**src/rtl/perf_counter_bank.sv**
```systemverilog
// Bank of independent, prescaled performance counters.
// Each channel has a wrap/saturate overflow policy, a sticky overflow flag and a one-shot compare-match pulse.
module perf_counter_bank #(
  parameter int NCH = 4,
  parameter int CW  = 32,
  parameter int IW  = 32
) (
  input  logic              clk,
  input  logic              resetn,
  input  logic [NCH*8-1:0]  state,
  input  logic [NCH*IW-1:0] interval,
  input  logic [NCH*CW-1:0] compare,
  input  logic [NCH-1:0]    wrap_en,
  input  logic [NCH-1:0]    clr_ovf,
  output logic [NCH*CW-1:0] counter,
  output logic [NCH-1:0]    ovf,
  output logic [NCH-1:0]    match
);

  localparam logic [CW-1:0] CNT_ONE = CW'(1);
  localparam logic [IW-1:0] PRE_ONE = IW'(1);
  localparam logic [7:0]    CMD_RESET = 8'd0;
  localparam logic [7:0]    CMD_RUN   = 8'd1;

  // Returns {overflow, next value}. An all-ones count either wraps to zero or sticks.
  function automatic logic [CW:0] next_count(input logic [CW-1:0] cnt, input logic wrap);
    if (&cnt)
      return {1'b1, (wrap ? {CW{1'b0}} : cnt)};
    else
      return {1'b0, cnt + CNT_ONE};
  endfunction

  for (genvar g = 0; g < NCH; g++) begin : g_ch
    logic [7:0]    cmd;
    logic [IW-1:0] ivl;
    logic [IW-1:0] eff;
    logic [CW-1:0] cmp;
    logic          run;
    logic          tick;
    logic [CW:0]   nxt;
    logic          sat_hold;
    logic [CW-1:0] cnt_p0;
    logic [IW-1:0] pre_p0;
    logic          ovf_p0;
    logic          match_p0;

    assign cmd  = state[8*g +: 8];
    assign ivl  = interval[IW*g +: IW];
    assign eff  = (ivl == '0) ? PRE_ONE : ivl;
    assign cmp  = compare[CW*g +: CW];
    assign run  = (cmd == CMD_RUN);
    // Using >= lets a shrunken period fire immediately instead of waiting for pre to wrap.
    assign tick = run && (pre_p0 >= eff - PRE_ONE);
    assign nxt  = next_count(cnt_p0, wrap_en[g]);
    // A saturating tick leaves the count unchanged, so it must not re-fire the match pulse.
    assign sat_hold = nxt[CW] && !wrap_en[g];

    // Stage p0: channel state register
    always_ff @(posedge clk or negedge resetn) begin
      if (!resetn) begin
        cnt_p0   <= '0;
        pre_p0   <= '0;
        ovf_p0   <= 1'b0;
        match_p0 <= 1'b0;
      end else if (cmd == CMD_RESET) begin
        cnt_p0   <= '0;
        pre_p0   <= '0;
        ovf_p0   <= 1'b0;
        match_p0 <= 1'b0;
      end else begin
        match_p0 <= 1'b0;
        if (tick) begin
          pre_p0   <= '0;
          cnt_p0   <= nxt[CW-1:0];
          match_p0 <= (nxt[CW-1:0] == cmp) && !sat_hold;
        end else if (run) begin
          pre_p0 <= pre_p0 + PRE_ONE;
        end
        if (tick && nxt[CW])
          ovf_p0 <= 1'b1;
        else if (clr_ovf[g])
          ovf_p0 <= 1'b0;
      end
    end

    assign counter[CW*g +: CW] = cnt_p0;
    assign ovf[g]   = ovf_p0;
    assign match[g] = match_p0;
  end

endmodule

```
**config.mk**
```make
export PLATFORM = sky130hd
export DESIGN_NAME = perf_counter_bank
export DESIGN_NICKNAME = d
export VERILOG_FILES = /design/src/rtl/perf_counter_bank.sv
export SDC_FILE = /design/constraint.sdc
export NUM_CORES = 1
export LEC_CHECK = 0
export BUFFER_PORTS_ARGS = -buffer_cell sky130_fd_sc_hd__buf_2
export CORE_AREA = 2 2 267 269
export CTS_CLUSTER_DIAMETER = 80
export DETAILED_ROUTE_END_ITERATION = 7
export DIE_AREA = 0 0 269 271
export SYNTH_ARGS = -nofsm -noshare
export SYNTH_HDL_FRONTEND = slang
export SYNTH_SLANG_ARGS = --single-unit
```
**constraint.sdc**
```tcl
create_clock -name clk -period 4.72 [get_ports clk]
set_input_delay 1.416 -clock clk [delete_from_list [all_inputs] [get_ports clk]]
set_output_delay 1.416 -clock clk [all_outputs]
set_load 0.005 [all_outputs]
```
Word level (Yosys, flattened, before mapping)

Index checks and enable logic that the tools add are counted.

Bits in registers: 264
Input bits: 298
Output and inout bits: 136

$add $sub $neg: 12
Magnitude comparators: 4
Equality and inequality tests: 8
Multiplexer cells: 52
Reduce and logical (&&, ||, !) cells: 48

Operator list:

| kind                                                | count |
|---|---|
| 2-to-1 mux 32 bit                                   | 28 |
| adder 32 x 1 -> 32 bit, second input constant       | 8 |
| 2-to-1 mux 33 bit                                   | 4 |
| equality test 32 bit                                | 4 |
| >= comparator 32 bit                                | 4 |
| zero test 32 bit                                    | 4 |
| AND reduction 32 bit                                | 4 |
| subtractor 32 x 1 -> 32 bit, second input constant  | 4 |
| equality test 8 x 1 -> 1 bit, second input constant | 4 |
| zero test 8 bit                                     | 4 |
| nonzero test 3 bit                                  | 8 |
| 2-to-1 mux 1 bit                                    | 20 |
| logical AND 1 bit                                   | 16 |
| zero test 1 bit                                     | 8 |
| nonzero test 2 bit                                  | 4 |

Longest topological paths before layout

Depth after elaboration: 8
Mapped depth: 25
Gate-level depth less buffers: 24

Least setup slack after synthesis

No wires, ideal clock.

Path type: input -> register
From: input interval[45]
To: register g_ch[1].cnt_p0[8]
Arrival time: 6099 ps
Slack: -1478 ps
Stages: 23
Buffers on the path: 1
Cells stage by stage: or4_1 > nor4_1 > nor4b_2 > nand3_1 > nor4_2 > nor2_1 > ha_1 > nand2_1 > nor3_1 > nand2b_1 > nand2b_1 > nor3_1 > xnor2_1 > ha_1 > nand4_1 > nor3_1 > o2111ai_1 > o221ai_1 > o21ai_0 > a21oi_1 > clkbuf_1 > a21oi_1 > a311oi_1

Cells in the longest elaborated chain, start to end: 6

RTL lines:

| item                                    | line | text |
|---|---|---|
| from (decl)                             | 11   | `input logic [NCH*IW-1:0] interval,` |
| zero test 32 bit                        | 49   | `assign eff = (ivl == '0) ? PRE_ONE : ivl;` |
| 2-to-1 mux 32 bit (*)                   | 49   |  |
| subtractor 32 x 1 -> 32 bit (*)         | 53   | `assign tick = run && (pre_p0 >= eff - PRE_ONE);` |
| >= comparator 32 bit (*)                | 53   |  |
| logical AND 1 bit (*)                   | 53   |  |
| nonzero test 2 bit (no source line) (*) | --   |  |
| to (signal assigned)                    | 74   | `cnt_p0 <= nxt[CW-1:0];` |
| to (decl)                               | 42   | `logic [CW-1:0] cnt_p0;` |

Every way passes the cells marked *; elsewhere a longest branch is shown, timed or not.
A chain may end at the register's enable or synchronous reset.

Final worst setup path

From: input interval[118]
To: register g_ch[3].cnt_p0[13]

Cells in the longest elaborated chain, start to end: 6

RTL lines:

| item                                    | line |
|---|---|
| zero test 32 bit                        | 49 |
| 2-to-1 mux 32 bit (*)                   | 49 |
| subtractor 32 x 1 -> 32 bit (*)         | 53 |
| >= comparator 32 bit (*)                | 53 |
| logical AND 1 bit (*)                   | 53 |
| nonzero test 2 bit (no source line) (*) | -- |
| to (signal assigned)                    | 74 |
| to (decl)                               | 42 |

Marks and branches as above.

==> run_results.csv <==
group,metric,value,unit
status,status,"finished with violations",
status,violations,"setup timing",
sta,finalHoldViolations,0,
sta,max_slew_margin,32.8,%
logic_synthesis,synth_ff_type,"dfrtp_1",
drt,via_count,27500,
sta,slew_violations,0,
logic_synthesis,synth_area_per_cell,7.81,sq um
cts,cts_max_level,2,
worst_setup_path,required,5.17,ns
floorplanning,floorplan.rows,97,
floorplanning,core_area,0.0698,sq mm
worst_setup_path,arrival,5.87,ns
sta,finalCritPeriodShare,115,%
layout,multi_input_area,0.0187,sq mm
layout,layout-drive-gt1-share,31.6,%
cts,cts.sinks,264,
drt,totalWireLength,96.1,mm
logic_synthesis,synth_seq_area_share,27.1,%
global_routing,antenna_found_initial,16,
sta,finalHoldWorstSlack,0.540,ns
layout,area.sequential,0.00661,sq mm
worst_setup_path,crit_path_end_kind,"register",
min_path,hp-class,"reg -> reg",
sta,worst_slew_pin_slew,1.00,ns
power,ir_worst_vdd,0.000217,V
power,cellPowerDensity,179,mW/mm^2
global_routing,grt_pass1_vias,26300,
cts,clk_path_buf_depth,3,
power,p_leak,14.2,nW
placed_design,dp.cells,4690,
drt,wl_met2,43.4,mm
sta,finalWorstSetupSlack,-0.693,ns
layout,nets,4277,
logic_synthesis,synth_nets,3562,
sta,min_period,5.41,ns
sta,fmax,185,MHz
placed_design,place_ws,-1.30,ns
drt,viasPerCell,5.71,
run,max-cap-violations,0,
floorplanning,die_height,271,microns
layout,postLayoutCoreUtil,48.3,%
drt,wl_met3,8.40,mm
worst_setup_path,criticalPathCategory,"in -> reg",
layout,fillers,6847,
min_path,hp-start,"g_ch[0].pre_p0[0]",
worst_setup_path,worst-path-max-fanout,5,
worst_setup_path,r2r-start,"g_ch[2].cnt_p0[0]",
drt,antenna_left,0,
layout,final_cells,4811,
drt,drt-initial-drc-count,2386,
cts,cts_tree,"yes",
logic_synthesis,synth-edff-count,0,
placed_design,place_hpwl,73.8,mm
worst_setup_path,startpoint_type,"input port",
drt,m1WireLength,40.8,mm
drt,maxUsedRoutingLayer,"met5",
cts,clkTransAtPathRegs,0.06,ns
logic_synthesis,ys_async_sr_fraction,100,%
cts,clk_latency,0.55,ns
drt,dr.pass1.iters,6,
layout,area_growth,38.2,%
floorplanning,ios,434,
worst_setup_path,rrSetupSlack,0.60,ns
drt,drc,0,
global_routing,grt_overflow_total,0,
layout,most-common-layout-cells,"428 x buf_2, 349 x buf_4, 287 x nor2_1",
sta,fin_skew,0.0280,ns
logic_synthesis,synth-seq-cells,264,
layout,final_area,0.0337,sq mm
global_routing,grt_pass1_wl,147,mm
power,power,6.04,mW
sta,tns,-95.36,ns
floorplanning,die_x,269,microns
global_routing,grt_use_total,25.3,%
cts,cts_buffers,38,
worst_setup_path,r2r_cells,10,
cts,cts.root.buffer_cell,"clkbuf_16",
placed_design,gp_congestion,0.983,
placed_design,place_area,0.0306,sq mm
layout,mostFrequentLayoutCell,"buf_2",
logic_synthesis,synth_cell_types,84,
global_routing,grt_max_degree,111,
placed_design,port_buffers,433,
cts,ctsHoldBuffers,0,
min_path,whs_path_depth,1,
min_path,min_to,"g_ch[0].pre_p0[0]",
logic_synthesis,synthCells,3124,
logic_synthesis,yosysWarnings,0,
sta,final-setup-viol-count,260,
floorplanning,start_util,34.9,%
drt,routedWlPerCell,20.0,microns
worst_setup_path,r2r-end,"g_ch[2].match_p0",
floorplanning,die-area,0.0729,sq mm
logic_synthesis,syn_area,0.0244,sq mm
sta,grt_setup_unrepaired,"true",
==> flip-flops by register name, summed over array words and instances (netlist names) <==
name           count
g_ch.ovf_p0        4
g_ch.match_p0      4
g_ch.pre_p0      128
g_ch.cnt_p0      128
==> critical path: stages <==
cell and delay (ns):
buf_6 0.09, or4_4 0.53, or3_4 0.41, nor4_4 0.31
a31oi_2 0.14, ha_2 0.23, nand2_4 0.08, nor2_4 0.04
nand2_2 0.08, nor3_2 0.04, xnor2_1 0.12, ha_1 0.30
nand4_1 0.14, or3_4 0.41, o311ai_4 0.36, o21ai_4 0.12
a211oi_4 0.29, buf_12 0.19, nand2_8 0.06, or3_4 0.35
a21oi_2 0.14
==> layer usage <==
layer,vias to the layer above,GRT usage (%)
met1,13100,34.3
met3,200,5.33
met2,1126,39.2
met5,-,0
li1,13000,-
met4,10,9.65
==> report_power, final <==
group          internal [mW]  switching [mW]  total [mW]  leakage (nW)
Sequential              2.28          0.0306        2.31          3.63
Combinational          0.382           0.406       0.788          9.99
Clock                   1.81            1.13        2.94         0.617
==> cells by family after synthesis <==
kind of cell,after synthesis,synth area share (%)
simple gates,1455,30.5
compound gates,694,18.6
xor+xnor,342,12.3
flops,264,27.1
buf+inv,208,3.42
fa+ha+maj,140,7.18
mux,21,0.939
==> how the worst max path moves through the flow <==
| stage | startpoint | end | slack [ns] | depth (start not counted) |
|---|---|---|---|---|
| 2_1_floorplan | interval[45] | g_ch[1].cnt_p0[12] | -1.04 | 23 |
| 3_3_place_gp | interval[115] | g_ch[3].cnt_p0[10] | -1.27 | 21 |
| 3_5_place_dp | interval[115] | g_ch[3].cnt_p0[6] | -1.30 | 21 |
| 4_1_cts | interval[118] | g_ch[3].cnt_p0[10] | -0.54 | 21 |
| 5_1_grt | interval[45] | g_ch[1].cnt_p0[12] | -0.95 | 25 |
| 6_report | interval[118] | g_ch[3].cnt_p0[13] | -0.69 | 21 |
==> synthesized netlist by cell type (7+ instances only) <==
| library cell | number | share of area (%) |
|---|---|---|
| a2111oi_0 | 9 | 0.32 |
| a211oi_1 | 44 | 1.4 |
| a21o_1 | 32 | 0.99 |
| a21oi_1 | 194 | 4.0 |
| a221oi_1 | 8 | 0.29 |
| a22oi_1 | 14 | 0.43 |
| a311oi_1 | 29 | 1.0 |
| a31oi_1 | 26 | 0.67 |
| a32o_1 | 17 | 0.70 |
| and2_1 | 30 | 0.77 |
| and3_1 | 68 | 1.7 |
| and4_1 | 40 | 1.4 |
| buf_2 | 10 | 0.21 |
| buf_4 | 10 | 0.31 |
| clkbuf_1 | 127 | 2.0 |
| dfrtp_1 | 264 | 27 |
| ha_1 | 140 | 7.2 |
| inv_1 | 52 | 0.80 |
| mux2i_1 | 15 | 0.62 |
| nand2_1 | 283 | 4.4 |
| nand2b_1 | 34 | 0.87 |
| nand3_1 | 145 | 3.0 |
| nand3b_1 | 16 | 0.49 |
| nand4_1 | 118 | 3.0 |
| nor2_1 | 356 | 5.5 |
| nor2b_1 | 26 | 0.67 |
| nor3_1 | 136 | 2.8 |
| nor3b_1 | 9 | 0.28 |
| nor4_1 | 67 | 1.7 |
| o2111ai_1 | 8 | 0.29 |
| o211ai_1 | 19 | 0.58 |
| o21a_1 | 15 | 0.46 |
| o21ai_0 | 163 | 3.3 |
| o22ai_1 | 16 | 0.41 |
| o31ai_1 | 17 | 0.52 |
| o32ai_1 | 7 | 0.25 |
| or2_2 | 12 | 0.31 |
| or3_1 | 53 | 1.4 |
| or4_1 | 34 | 1.0 |
| xnor2_1 | 188 | 6.8 |
| xor2_1 | 154 | 5.5 |
==> final cells by class <==
cell class | count | share of cell area (%)
multi-input cells | 2653 | 55.5
flip-flops and latches | 264 | 19.6
repair buffers | 829 | 17.0
well taps | 940 | 3.49
clock buffers | 51 | 3.27
inverters | 53 | 0.590
clock inverters | 13 | 0.542
diodes | 8 | 0.0594
==> what timing repair did <==
action | in CTS | in global routing
pin swaps | 36 | 49
setup endpoints to repair | 263 | 264
setup buffers | 21 | 18
gates cloned | 5 | 7
hold endpoints to repair | 0 | 0
gates resized for setup | 102 | 190
No activity file was read; power rests on OpenSTA's default activity.
